$ cat src/rtl/csr_trap_sequencer_pkg.sv
// -----------------------------------------------------------------------------
// csr_trap_sequencer_pkg
// Shared types, CSR slot map and helper functions for the trap sequencer.
//  - trap_seq_state_t : sequencer FSM states (IDLE, COMMIT, REDIRECT)
//  - trap_kind_t      : latched request kind (TRAP, MRET)
//  - CSR_* indices    : slot of each CSR in the csr_values / write arrays
//  - mstatus_on_trap / mstatus_on_mret / trap_target : update helpers
// Optional feature macro: CSR_COUNTERS_EN (mcycle/minstret slots only used then)
// -----------------------------------------------------------------------------
package csr_trap_sequencer_pkg;

  localparam int XLEN      = 32;
  localparam int CSR_COUNT = 7;
  localparam int CSR_IDX_W = $clog2(CSR_COUNT);
  localparam int CSR_SLOTS = 2 ** CSR_IDX_W;

  // Slot map of the CSR read file (validCSRs order)
  localparam int CSR_MSTATUS  = 0;
  localparam int CSR_MTVEC    = 1;
  localparam int CSR_MEPC     = 2;
  localparam int CSR_MCAUSE   = 3;
  localparam int CSR_MTVAL    = 4;
  localparam int CSR_MCYCLE   = 5;
  localparam int CSR_MINSTRET = 6;

  localparam int MSTATUS_MIE     = 3;
  localparam int MSTATUS_MPIE    = 7;
  localparam int MSTATUS_MPP_LSB = 11;
  localparam logic [1:0] MTVEC_MODE_VECTORED = 2'b01;

  typedef enum logic [1:0] {
    IDLE     = 2'b00,
    COMMIT   = 2'b01,
    REDIRECT = 2'b10
  } trap_seq_state_t;

  typedef enum logic {
    TRAP = 1'b0,
    MRET = 1'b1
  } trap_kind_t;

  // Trap entry: stack MIE into MPIE, disable interrupts, record previous mode.
  function automatic logic [XLEN-1:0] mstatus_on_trap(input logic [XLEN-1:0] mstatus,
                                                      input logic [1:0]      mpp);
    logic [XLEN-1:0] v;
    v                         = mstatus;
    v[MSTATUS_MPIE]           = mstatus[MSTATUS_MIE];
    v[MSTATUS_MIE]            = 1'b0;
    v[MSTATUS_MPP_LSB +: 2]   = mpp;
    return v;
  endfunction

  // Trap return: restore MIE from MPIE, set MPIE.
  function automatic logic [XLEN-1:0] mstatus_on_mret(input logic [XLEN-1:0] mstatus,
                                                      input logic [1:0]      mpp);
    logic [XLEN-1:0] v;
    v                         = mstatus;
    v[MSTATUS_MIE]            = mstatus[MSTATUS_MPIE];
    v[MSTATUS_MPIE]           = 1'b1;
    v[MSTATUS_MPP_LSB +: 2]   = mpp;
    return v;
  endfunction

  // Trap vector: BASE, or BASE + 4*cause for interrupts in vectored mode.
  // The cause shift drops bit XLEN-2, giving the required mod 2**XLEN wrap.
  function automatic logic [XLEN-1:0] trap_target(input logic [XLEN-1:0] mtvec,
                                                  input logic [XLEN-1:0] cause,
                                                  input logic            vectored_en);
    logic [XLEN-1:0] base;
    base = {mtvec[XLEN-1:2], 2'b00};
    if (vectored_en && (mtvec[1:0] == MTVEC_MODE_VECTORED) && cause[XLEN-1]) begin
      return base + {cause[XLEN-3:0], 2'b00};
    end else begin
      return base;
    end
  endfunction

endpackage

$ cat src/rtl/csr_trap_sequencer_if.sv
// -----------------------------------------------------------------------------
// csr_trap_sequencer_if
// Request / redirect bundle between writeback, fetch and the trap sequencer.
//  master : writeback + fetch side (drives requests, redirect_ready)
//  slave  : trap sequencer (drives busy, flush_req, redirect_valid/pc)
// -----------------------------------------------------------------------------
interface csr_trap_sequencer_if;
  import csr_trap_sequencer_pkg::*;

  logic            trap_req;
  logic [XLEN-1:0] trap_cause;
  logic [XLEN-1:0] trap_pc;
  logic [XLEN-1:0] trap_val;
  logic            mret_req;
  logic            retire_valid;
  logic            busy;
  logic            flush_req;
  logic            redirect_valid;
  logic [XLEN-1:0] redirect_pc;
  logic            redirect_ready;

  modport master (
    output trap_req, trap_cause, trap_pc, trap_val, mret_req, retire_valid, redirect_ready,
    input  busy, flush_req, redirect_valid, redirect_pc
  );

  modport slave (
    input  trap_req, trap_cause, trap_pc, trap_val, mret_req, retire_valid, redirect_ready,
    output busy, flush_req, redirect_valid, redirect_pc
  );

endinterface

$ cat src/rtl/csr_trap_sequencer_counter_bank.sv
// -----------------------------------------------------------------------------
// csr_counter_bank
// Increment logic for mcycle (every cycle) and minstret (on retire).
// Used only when CSR_COUNTERS_EN is defined.
// Ports:
//  i_enable        : low while the sequencer is held in reset
//  i_retire_valid  : one instruction retired this cycle
//  i_mcycle/i_minstret : current counter values from the CSR read file
//  o_*_we / o_*_wd : hardware write enable / data for each counter
// -----------------------------------------------------------------------------
module csr_counter_bank
  import csr_trap_sequencer_pkg::*;
(
  input  logic            i_enable,
  input  logic            i_retire_valid,
  input  logic [XLEN-1:0] i_mcycle,
  input  logic [XLEN-1:0] i_minstret,
  output logic            o_mcycle_we,
  output logic [XLEN-1:0] o_mcycle_wd,
  output logic            o_minstret_we,
  output logic [XLEN-1:0] o_minstret_wd
);

  logic w_minstret_we;

  assign w_minstret_we = i_enable & i_retire_valid;

  // Counters wrap naturally at 2**XLEN; data is zeroed when not written.
  assign o_mcycle_we   = i_enable;
  assign o_mcycle_wd   = i_enable ? (i_mcycle + {{(XLEN-1){1'b0}}, 1'b1}) : '0;
  assign o_minstret_we = w_minstret_we;
  assign o_minstret_wd = w_minstret_we ? (i_minstret + {{(XLEN-1){1'b0}}, 1'b1}) : '0;

endmodule

$ cat src/rtl/csr_trap_sequencer.sv
// -----------------------------------------------------------------------------
// csr_trap_sequencer
// Turns trap / MRET events from writeback into one atomic cycle of CSR
// hardware writes (mepc, mcause, mtval, mstatus), then offers a PC redirect
// to fetch over a valid/ready handshake. FSM: IDLE -> COMMIT -> REDIRECT.
// Optional feature macro: CSR_COUNTERS_EN (mcycle / minstret increment).
// Ports:
//  clk, rst_n              : clock, asynchronous active-low reset
//  i_srst                  : synchronous soft reset (same effect as rst_n)
//  seq_if (slave)          : trap/MRET requests, busy, flush, redirect handshake
//  i_csr_values            : current CSR contents, one XLEN slot per CSR
//  o_internal_write_en     : per-CSR hardware write enable
//  o_internal_write_data   : per-CSR hardware write data (0 when not enabled)
// Parameters:
//  MPP_MODE         : privilege written to mstatus.MPP
//  VECTORED_SUPPORT : 1 lets mtvec.MODE=01 vector interrupts
// -----------------------------------------------------------------------------
module csr_trap_sequencer
  import csr_trap_sequencer_pkg::*;
#(
  parameter logic [1:0] MPP_MODE         = 2'b11,
  parameter bit         VECTORED_SUPPORT = 1'b1
) (
  input  logic                             clk,
  input  logic                             rst_n,
  input  logic                             i_srst,
  csr_trap_sequencer_if.slave              seq_if,
  input  logic [CSR_SLOTS-1:0][XLEN-1:0]   i_csr_values,
  output logic [CSR_SLOTS-1:0]             o_internal_write_en,
  output logic [CSR_SLOTS-1:0][XLEN-1:0]   o_internal_write_data
);

  trap_seq_state_t r_state;
  trap_seq_state_t w_next_state;
  trap_kind_t      r_kind;
  trap_kind_t      w_accept_kind;
  logic [XLEN-1:0] r_cause;
  logic [XLEN-1:0] r_pc;
  logic [XLEN-1:0] r_val;
  logic [XLEN-1:0] r_redirect_pc;
  logic            r_run;
  logic            w_accept;
  logic [XLEN-1:0] w_redirect_target;
  logic [CSR_SLOTS-1:0]           w_we;
  logic [CSR_SLOTS-1:0][XLEN-1:0] w_wd;
  logic            w_unused_csr;

  // Only a few slots are read here; fold the rest so nothing dangles.
  assign w_unused_csr = ^i_csr_values;

  // State register, request latch and redirect target register.
  always_ff @(posedge clk or negedge rst_n) begin
    if (!rst_n) begin
      r_state       <= IDLE;
      r_kind        <= TRAP;
      r_cause       <= '0;
      r_pc          <= '0;
      r_val         <= '0;
      r_redirect_pc <= '0;
      r_run         <= 1'b0;
    end else if (i_srst) begin
      r_state       <= IDLE;
      r_kind        <= TRAP;
      r_cause       <= '0;
      r_pc          <= '0;
      r_val         <= '0;
      r_redirect_pc <= '0;
      r_run         <= 1'b0;
    end else begin
      r_state <= w_next_state;
      r_run   <= 1'b1;
      if (w_accept) begin
        r_kind  <= w_accept_kind;
        r_cause <= seq_if.trap_cause;
        r_pc    <= seq_if.trap_pc;
        r_val   <= seq_if.trap_val;
      end
      // Captured at the end of COMMIT so it is stable through REDIRECT.
      if (r_state == COMMIT) begin
        r_redirect_pc <= w_redirect_target;
      end
    end
  end

  // Next-state logic; requests are only looked at in IDLE, trap beats MRET.
  always_comb begin
    w_next_state  = r_state;
    w_accept      = 1'b0;
    w_accept_kind = seq_if.trap_req ? TRAP : MRET;
    case (r_state)
      IDLE: begin
        if (seq_if.trap_req || seq_if.mret_req) begin
          w_accept     = 1'b1;
          w_next_state = COMMIT;
        end else begin
          w_next_state = IDLE;
        end
      end
      COMMIT: begin
        w_next_state = REDIRECT;
      end
      REDIRECT: begin
        if (seq_if.redirect_ready) begin
          w_next_state = IDLE;
        end else begin
          w_next_state = REDIRECT;
        end
      end
      default: begin
        w_next_state = IDLE;
      end
    endcase
  end

  // Redirect target: trap vector for traps, live mepc for MRET.
  always_comb begin
    w_redirect_target = '0;
    if (r_kind == TRAP) begin
      w_redirect_target = trap_target(i_csr_values[CSR_MTVEC], r_cause, VECTORED_SUPPORT);
    end else begin
      w_redirect_target = i_csr_values[CSR_MEPC];
    end
  end

`ifdef CSR_COUNTERS_EN
  logic            w_mcycle_we;
  logic [XLEN-1:0] w_mcycle_wd;
  logic            w_minstret_we;
  logic [XLEN-1:0] w_minstret_wd;

  csr_counter_bank u_counter_bank (
    .i_enable       (r_run),
    .i_retire_valid (seq_if.retire_valid),
    .i_mcycle       (i_csr_values[CSR_MCYCLE]),
    .i_minstret     (i_csr_values[CSR_MINSTRET]),
    .o_mcycle_we    (w_mcycle_we),
    .o_mcycle_wd    (w_mcycle_wd),
    .o_minstret_we  (w_minstret_we),
    .o_minstret_wd  (w_minstret_wd)
  );
`else
  logic w_unused_retire;
  logic w_unused_run;
  assign w_unused_retire = seq_if.retire_valid;
  assign w_unused_run    = r_run;
`endif

  // Hardware CSR writes: trap/MRET updates in COMMIT, counters when enabled.
  always_comb begin
    w_we = '0;
    w_wd = '0;
    if (r_state == COMMIT) begin
      if (r_kind == TRAP) begin
        w_we[CSR_MEPC]    = 1'b1;
        w_wd[CSR_MEPC]    = {r_pc[XLEN-1:2], 2'b00};
        w_we[CSR_MCAUSE]  = 1'b1;
        w_wd[CSR_MCAUSE]  = r_cause;
        w_we[CSR_MTVAL]   = 1'b1;
        w_wd[CSR_MTVAL]   = r_val;
        w_we[CSR_MSTATUS] = 1'b1;
        w_wd[CSR_MSTATUS] = mstatus_on_trap(i_csr_values[CSR_MSTATUS], MPP_MODE);
      end else begin
        w_we[CSR_MSTATUS] = 1'b1;
        w_wd[CSR_MSTATUS] = mstatus_on_mret(i_csr_values[CSR_MSTATUS], MPP_MODE);
      end
    end else begin
      w_we = '0;
    end
`ifdef CSR_COUNTERS_EN
    w_we[CSR_MCYCLE]   = w_mcycle_we;
    w_wd[CSR_MCYCLE]   = w_mcycle_wd;
    w_we[CSR_MINSTRET] = w_minstret_we;
    w_wd[CSR_MINSTRET] = w_minstret_wd;
`endif
  end

  assign o_internal_write_en   = w_we;
  assign o_internal_write_data = w_wd;

  assign seq_if.busy           = (r_state != IDLE);
  assign seq_if.flush_req      = (r_state == COMMIT);
  assign seq_if.redirect_valid = (r_state == REDIRECT);
  assign seq_if.redirect_pc    = r_redirect_pc;

endmodule

$ cat src/flat_wrapper.sv
// flat-port wrapper written by rule: the top's interface ports become plain ports
module csr_trap_sequencer_flat import csr_trap_sequencer_pkg::*;
#(
  parameter logic [1:0] MPP_MODE         = 2'b11,
  parameter bit         VECTORED_SUPPORT = 1'b1
)
  (clk, rst_n, i_srst, i_csr_values, o_internal_write_en, o_internal_write_data, seq_if_trap_req, seq_if_trap_cause, seq_if_trap_pc, seq_if_trap_val, seq_if_mret_req, seq_if_retire_valid, seq_if_redirect_ready, seq_if_busy, seq_if_flush_req, seq_if_redirect_valid, seq_if_redirect_pc);
  csr_trap_sequencer_if seq_if_i ();
  input  logic clk;
  input  logic rst_n;
  input  logic i_srst;
  input  logic [CSR_SLOTS-1:0][XLEN-1:0] i_csr_values;
  output logic [CSR_SLOTS-1:0] o_internal_write_en;
  output logic [CSR_SLOTS-1:0][XLEN-1:0] o_internal_write_data;
  input wire logic [$bits(seq_if_i.trap_req)-1:0] seq_if_trap_req;
  input wire logic [$bits(seq_if_i.trap_cause)-1:0] seq_if_trap_cause;
  input wire logic [$bits(seq_if_i.trap_pc)-1:0] seq_if_trap_pc;
  input wire logic [$bits(seq_if_i.trap_val)-1:0] seq_if_trap_val;
  input wire logic [$bits(seq_if_i.mret_req)-1:0] seq_if_mret_req;
  input wire logic [$bits(seq_if_i.retire_valid)-1:0] seq_if_retire_valid;
  input wire logic [$bits(seq_if_i.redirect_ready)-1:0] seq_if_redirect_ready;
  output wire logic [$bits(seq_if_i.busy)-1:0] seq_if_busy;
  output wire logic [$bits(seq_if_i.flush_req)-1:0] seq_if_flush_req;
  output wire logic [$bits(seq_if_i.redirect_valid)-1:0] seq_if_redirect_valid;
  output wire logic [$bits(seq_if_i.redirect_pc)-1:0] seq_if_redirect_pc;
  assign seq_if_i.trap_req = seq_if_trap_req;
  assign seq_if_i.trap_cause = seq_if_trap_cause;
  assign seq_if_i.trap_pc = seq_if_trap_pc;
  assign seq_if_i.trap_val = seq_if_trap_val;
  assign seq_if_i.mret_req = seq_if_mret_req;
  assign seq_if_i.retire_valid = seq_if_retire_valid;
  assign seq_if_i.redirect_ready = seq_if_redirect_ready;
  assign seq_if_busy = seq_if_i.busy;
  assign seq_if_flush_req = seq_if_i.flush_req;
  assign seq_if_redirect_valid = seq_if_i.redirect_valid;
  assign seq_if_redirect_pc = seq_if_i.redirect_pc;
  csr_trap_sequencer #(.MPP_MODE(MPP_MODE), .VECTORED_SUPPORT(VECTORED_SUPPORT)) u_core (.clk(clk), .rst_n(rst_n), .i_srst(i_srst), .seq_if(seq_if_i), .i_csr_values(i_csr_values), .o_internal_write_en(o_internal_write_en), .o_internal_write_data(o_internal_write_data));
endmodule
$ cat config.mk
export PLATFORM = sky130hd
export DESIGN_NAME = csr_trap_sequencer_flat
export DESIGN_NICKNAME = d
export VERILOG_FILES = /design/src/rtl/csr_trap_sequencer_pkg.sv /design/src/rtl/csr_trap_sequencer_if.sv /design/src/rtl/csr_trap_sequencer_counter_bank.sv /design/src/rtl/csr_trap_sequencer.sv /design/src/flat_wrapper.sv
export SDC_FILE = /design/constraint.sdc
export NUM_CORES = 1
export LEC_CHECK = 0
export ABC_AREA = 1
export CORE_AREA = 2 2 256 258
export CTS_CLUSTER_SIZE = 20
export DETAILED_ROUTE_END_ITERATION = 10
export DIE_AREA = 0 0 258 260
export PLACE_DENSITY = 0.37
export SLEW_MARGIN = 20
export SYNTH_ARGS = -nofsm -noshare
export SYNTH_HDL_FRONTEND = slang
export SYNTH_SLANG_ARGS = --single-unit
$ cat constraint.sdc
create_clock -name clk -period 2 [get_ports clk]
set_input_delay 0.5 -clock clk [delete_from_list [all_inputs] [get_ports clk]]
set_output_delay 0.5 -clock clk [all_outputs]
set_load 0.01 [all_outputs]
== Word-level counts from Yosys, hierarchy flattened ==
Cells that the tools add are included.

* Bits in registers: 131
* Output and inout bits: 299
* Word-level logic and storage cells: 42
* Input bits: 359

* Multiplexer cells: 26
* Equal/unequal tests: 3
* Reductions and logical operators: 6
* Add/sub/neg operators: 1

{| class="wikitable"
|+ Operators by type and width
! operator !! count
|-
| two-way mux 32 bit || 11
|-
| two-way mux 96 bit || 2
|-
| adder 32 bit || 1
|-
| two-way mux 8 bit || 1
|-
| two-way mux 1 bit || 7
|-
| two-way mux 3 bit || 2
|-
| case mux 2 bit (3 select lines) || 1
|-
| nonzero test 2 bit || 3
|-
| == test 2 x 1 -> 1 bit (second input constant) || 2
|-
| two-way mux 2 bit || 2
|-
| == test 2 bit (second input constant) || 1
|-
| logical NOT 2 bit || 1
|-
| logical AND 1 bit || 1
|-
| logical OR 1 bit || 1
|}

== Longest topological paths before layout ==
* Depth in word-level cells: 6
* Depth in mapped cells: 15
* Depth with buffers taken out: 15

== Worst setup path after synthesis ==
OpenSTA, ideal clock, no wires.

* Kind: register to output
* Start point: reg u_core.r_state[1]
* End point: out o_internal_write_data[100] in the netlist's numbering
* Setup slack: -30 ps
* Path buffers: 2
* Data required time: 1500 ps
* Stages on the path, launching flop included: 8
* Arrival: 1530 ps
* Path through: dfrtp_1 > nor2_2 > inv_2 > nor2_2 > inv_1 > buf_2 > buf_2 > nor2_1

{| class="wikitable"
|+ RTL lines
! item !! line !! RTL
|-
| start: declaration || csr_trap_sequencer.sv:33 || <nowiki>trap_seq_state_t r_state;</nowiki>
|-
| start signal: assignment || csr_trap_sequencer.sv:70 || <nowiki>r_state <= w_next_state;</nowiki>
|-
| end: declaration || flat_wrapper.sv:14 || <nowiki>output logic [CSR_SLOTS-1:0][XLEN-1:0] o_internal_write_data;</nowiki>
|}

==> flow_summary_export.csv <==
group,metric,value,unit
outcome,status,"complete, but fails checks",
outcome,violations,"setup timing",
timing,fmax,0.424,GHz
drt,drtAntennaViolNets,0,
yosys,netlist_instances,1435,
setup_path,worst_setup_path_start_kind,"flip-flop",
place,finalWeightedCongestion,0.846,
timing,fin_skew,0.0221,ns
die,initial_core_util,0.147,
clock_network,cts_buffers,17,
setup_path,crit_top_cell,"nor2_4",
timing,drv_slew,0,
global_route,grt_usage,0.131,
yosys,yosys_warnings,0,
global_route,grt_pass1_wl,64400,um
global_route,overflow,0,
setup_path,r2r-end,"u_core.seq_if.redirect_pc[18]",
pwr,power.leakage,8.21,nW
finish,post-route-util,0.259,
drt,route.detailed.drc,0,
drt,first_pass_iters,4,
clock_network,clkSinkCount,129,
finish,n_fill_cell,7064,
setup_path,max_stage_delay,0.41,ns
die,core_area,64100,um2
setup_path,r2r_slack,-0.07,ns
drt,num_vias,10000,
timing,fin_crit_sh,1.18,
job,max-cap-violations,0,
clock_network,cts_tree,"yes",
yosys,synth_top_area_share,0.342,
die,dieArea,67100,um2
yosys,seq_area_frac_synth,0.342,
timing,final-hold-violation-count,0,
setup_path,r2r-start,"u_core.r_cause[0]",
drt,wirelength,45800,um
finish,drive_gt1_frac,0.293,
setup_path,worstSetupEndpoint,"o_internal_write_data[150]",
yosys,syn_area,9430,um2
setup_path,cp_cell_sequence,"nor2_4 > inv_4 > nor2_4 > inv_8 > buf_12 > clkbuf_16 > nor2_2 > buf_2",
setup_path,cp_num_cells,8,
setup_path,r2r_cells,15,
setup_path,worstSetupEndpointType,"output port",
finish,nets,2283,
yosys,avgSynthCellArea,6.57,um2
pwr,power.total,9.86,mW
drt,wl_per_cell,16.5,um
place,preCtsSetupSlack,-0.737,ns
yosys,synth_top_area_cell,"dfrtp_1",
timing,hold_slack,0.412,ns
place,dp_hpwl,36000,um
setup_path,crit_required,1.50,ns
clock_network,path_clk_slew,0.06,ns
die,num_rows,93,
clock_network,clk_latency,0.49,ns
yosys,synth_area_leaders,"dfrtp_1 (34%), nand2_1 (15%), buf_4 (11%)",
global_route,grt_pass1_vias,10300,
finish,syn_to_final_growth,76.3,%
setup_path,cp_slowest_cell,"dfrtp_1",
place,portBuffers,358,
die,fp.dieW,258,um
pwr,power_density,593,nW/um2
setup_path,crit_type,"flip-flop to output port",
timing,setup_viol,141,
global_route,antenna_found_initial,16,
setup_path,cp_max_fo,9,
timing,fin_crit,2.36,ns
pwr,ir_worst_vdd,0.652,mV
yosys,ys_seq_elements,129,
setup_path,worst_ep_arrival_time,1.86,ns
setup_path,critPathBufInv,5,
drt,vias_per_cell,3.61,
clock_network,clockBufferDepth,2,
worst_hold_path,hold_class,"input pin to flip-flop",
drt,first_iter_violations,327,
yosys,synth_cell_types,34,
die,die_y,260,um
timing,layout_setup_ws,-0.359,ns
timing,rsz0062_at_grt,"true",
die,num_io_pins,658,
clock_network,cts-root-buf,"clkbuf_16",
clock_network,h-tree-depth,4,
setup_path,crit_family,"buffers and inverters",
global_route,grt_max_degree,44,
setup_path,cp-startpoint,"u_core.r_state[1]",
==> registers in the layout, summed over array words and instances (netlist names) <==
register / count
u_core.r_val: 32
u_core.r_state: 2
u_core.seq_if.redirect_pc: 32
u_core.r_kind: 1
u_core.r_cause: 32
u_core.r_pc: 30
==> cell usage after synthesis <==
cell type and instances:
o21bai_1 4, a211oi_1 1, o21ai_0 105, nand4_1 4, dfrtp_1 129, o21ai_1 8
a21oi_2 2, o22ai_1 1, buf_2 16, xnor2_1 9, clkbuf_1 32, clkinv_1 1
conb_1 1, nor2_1 199, nand3b_1 1, fa_1 1, xor2_1 2, a32o_1 1
a21o_1 1, a21oi_1 49, nand2_2 3, buf_1 2, inv_1 229, and2_1 2
o211ai_1 9, or2_1 3, nor2_2 9, nand3_2 6, ha_1 29, inv_2 4
o31ai_1 1, buf_4 139, nand2_1 388, nand3_1 44
==> stage by stage <==
stage	instance area [um2]	std cells	TNS (ns)
3_5_place_dp	14300	2698	-57.47
6_report	16600	2771	-35.27
4_1_cts	15200	2739	-54.08
2_1_floorplan	9930	1568	0
5_1_grt	16600	2760	-50.26
3_3_place_gp	14300	2698	-54.90
==> final cells by class <==
class | count | area [um2] | area share
multi-input cells | 1016 | 5900 | 0.355
repair buffers | 496 | 4940 | 0.297
flip-flops and latches | 129 | 3250 | 0.195
well taps | 855 | 1070 | 0.0643
inverters | 234 | 892 | 0.0537
clock buffers | 17 | 425 | 0.0256
clock inverters | 13 | 129 | 0.00775
diodes | 11 | 27.5 | 0.00166
==> power breakdown <==
group          internal [mW]  total [mW]  switching, mW
registers               2.84        3.00          0.162
logic                   1.69        3.69           2.00
clock network           1.72        3.16           1.45
total                   6.25        9.86           3.61
==> placed cells by master (no fill, tap or decap), types with 15 or more instances in the layout <==
| cell type | synthesis | routed |
|---|---|---|
| nor2_4 | 0 | 66 |
| o21ai_0 | 105 | 100 |
| nor2_1 | 199 | 88 |
| buf_12 | 0 | 24 |
| inv_1 | 229 | 224 |
| dlymetal6s2s_1 | 0 | 29 |
| clkbuf_16 | 0 | 22 |
| buf_4 | 139 | 98 |
| a21oi_1 | 49 | 38 |
| ha_4 | 0 | 26 |
| buf_6 | 0 | 70 |
| nand2_2 | 3 | 34 |
| dfrtp_1 | 129 | 114 |
| nand3_1 | 44 | 29 |
| buf_2 | 16 | 55 |
| conb_1 | 1 | 134 |
| nor2_2 | 9 | 54 |
| nand2_1 | 388 | 345 |
| clkdlybuf4s50_1 | 0 | 197 |
| dfrtp_2 | 0 | 15 |
==> per-layer routing <==
metal | global-route usage | share of wire | up-vias
li1 | - | - | 5006
met1 | 0.154 | 0.42 | 4612
met2 | 0.219 | 0.48 | 351
met3 | 0.0532 | 0.085 | 32
met4 | 0.0353 | 0.011 | 10
met5 | 0 | 0.0014 | -
==> worst reg2reg max path: stages (launching register included) <==
cell and delay (ns):
dfrtp_1 0.42, ha_2 0.22, inv_2 0.04, fa_2 0.40
inv_2 0.09, nand3_2 0.09, nand3_4 0.13, nand2_4 0.07
nand2_4 0.12, a21oi_2 0.07, inv_1 0.06, nand2_1 0.04
nand3_1 0.06, nand2_1 0.06, nand2_1 0.05, nand2_1 0.04
==> timing repair <==
action                                  CTS  global route
buffers inserted                          8            15
hold endpoints to repair                 30             0
gates cloned                              2             7
pin swaps                                 3            51
endpoints found under the setup margin  165           166
gates resized for setup                 543           437
hold buffers                              1             0
==> cell families (layout without fill, tap and decap cells) <==
logic type      after synthesis  count (layout)  share of synthesized area
compound gates              182             182                      0.102
simple gates                659             659                      0.278
flops                       129             129                      0.342
other cells                   1             145                   0.000398
fa+ha+maj                    30              30                     0.0406
xor+xnor                     11              11                     0.0102
buf+inv                     423             760                      0.226
==> how the worst min path moves through the flow <==
stage,startpoint,end,cells past startpoint
finish,i_csr_values[34],u_core.seq_if.redirect_pc[2],3
CTS,rst_n,u_core.r_pc[31],2
global placement,rst_n,u_core.r_pc[31],1
global route,i_csr_values[34],u_core.seq_if.redirect_pc[2],3
floorplan,rst_n,u_core.r_cause[0],0
detailed placement,rst_n,u_core.r_pc[31],1
Power figures use the tool's default switching activity.
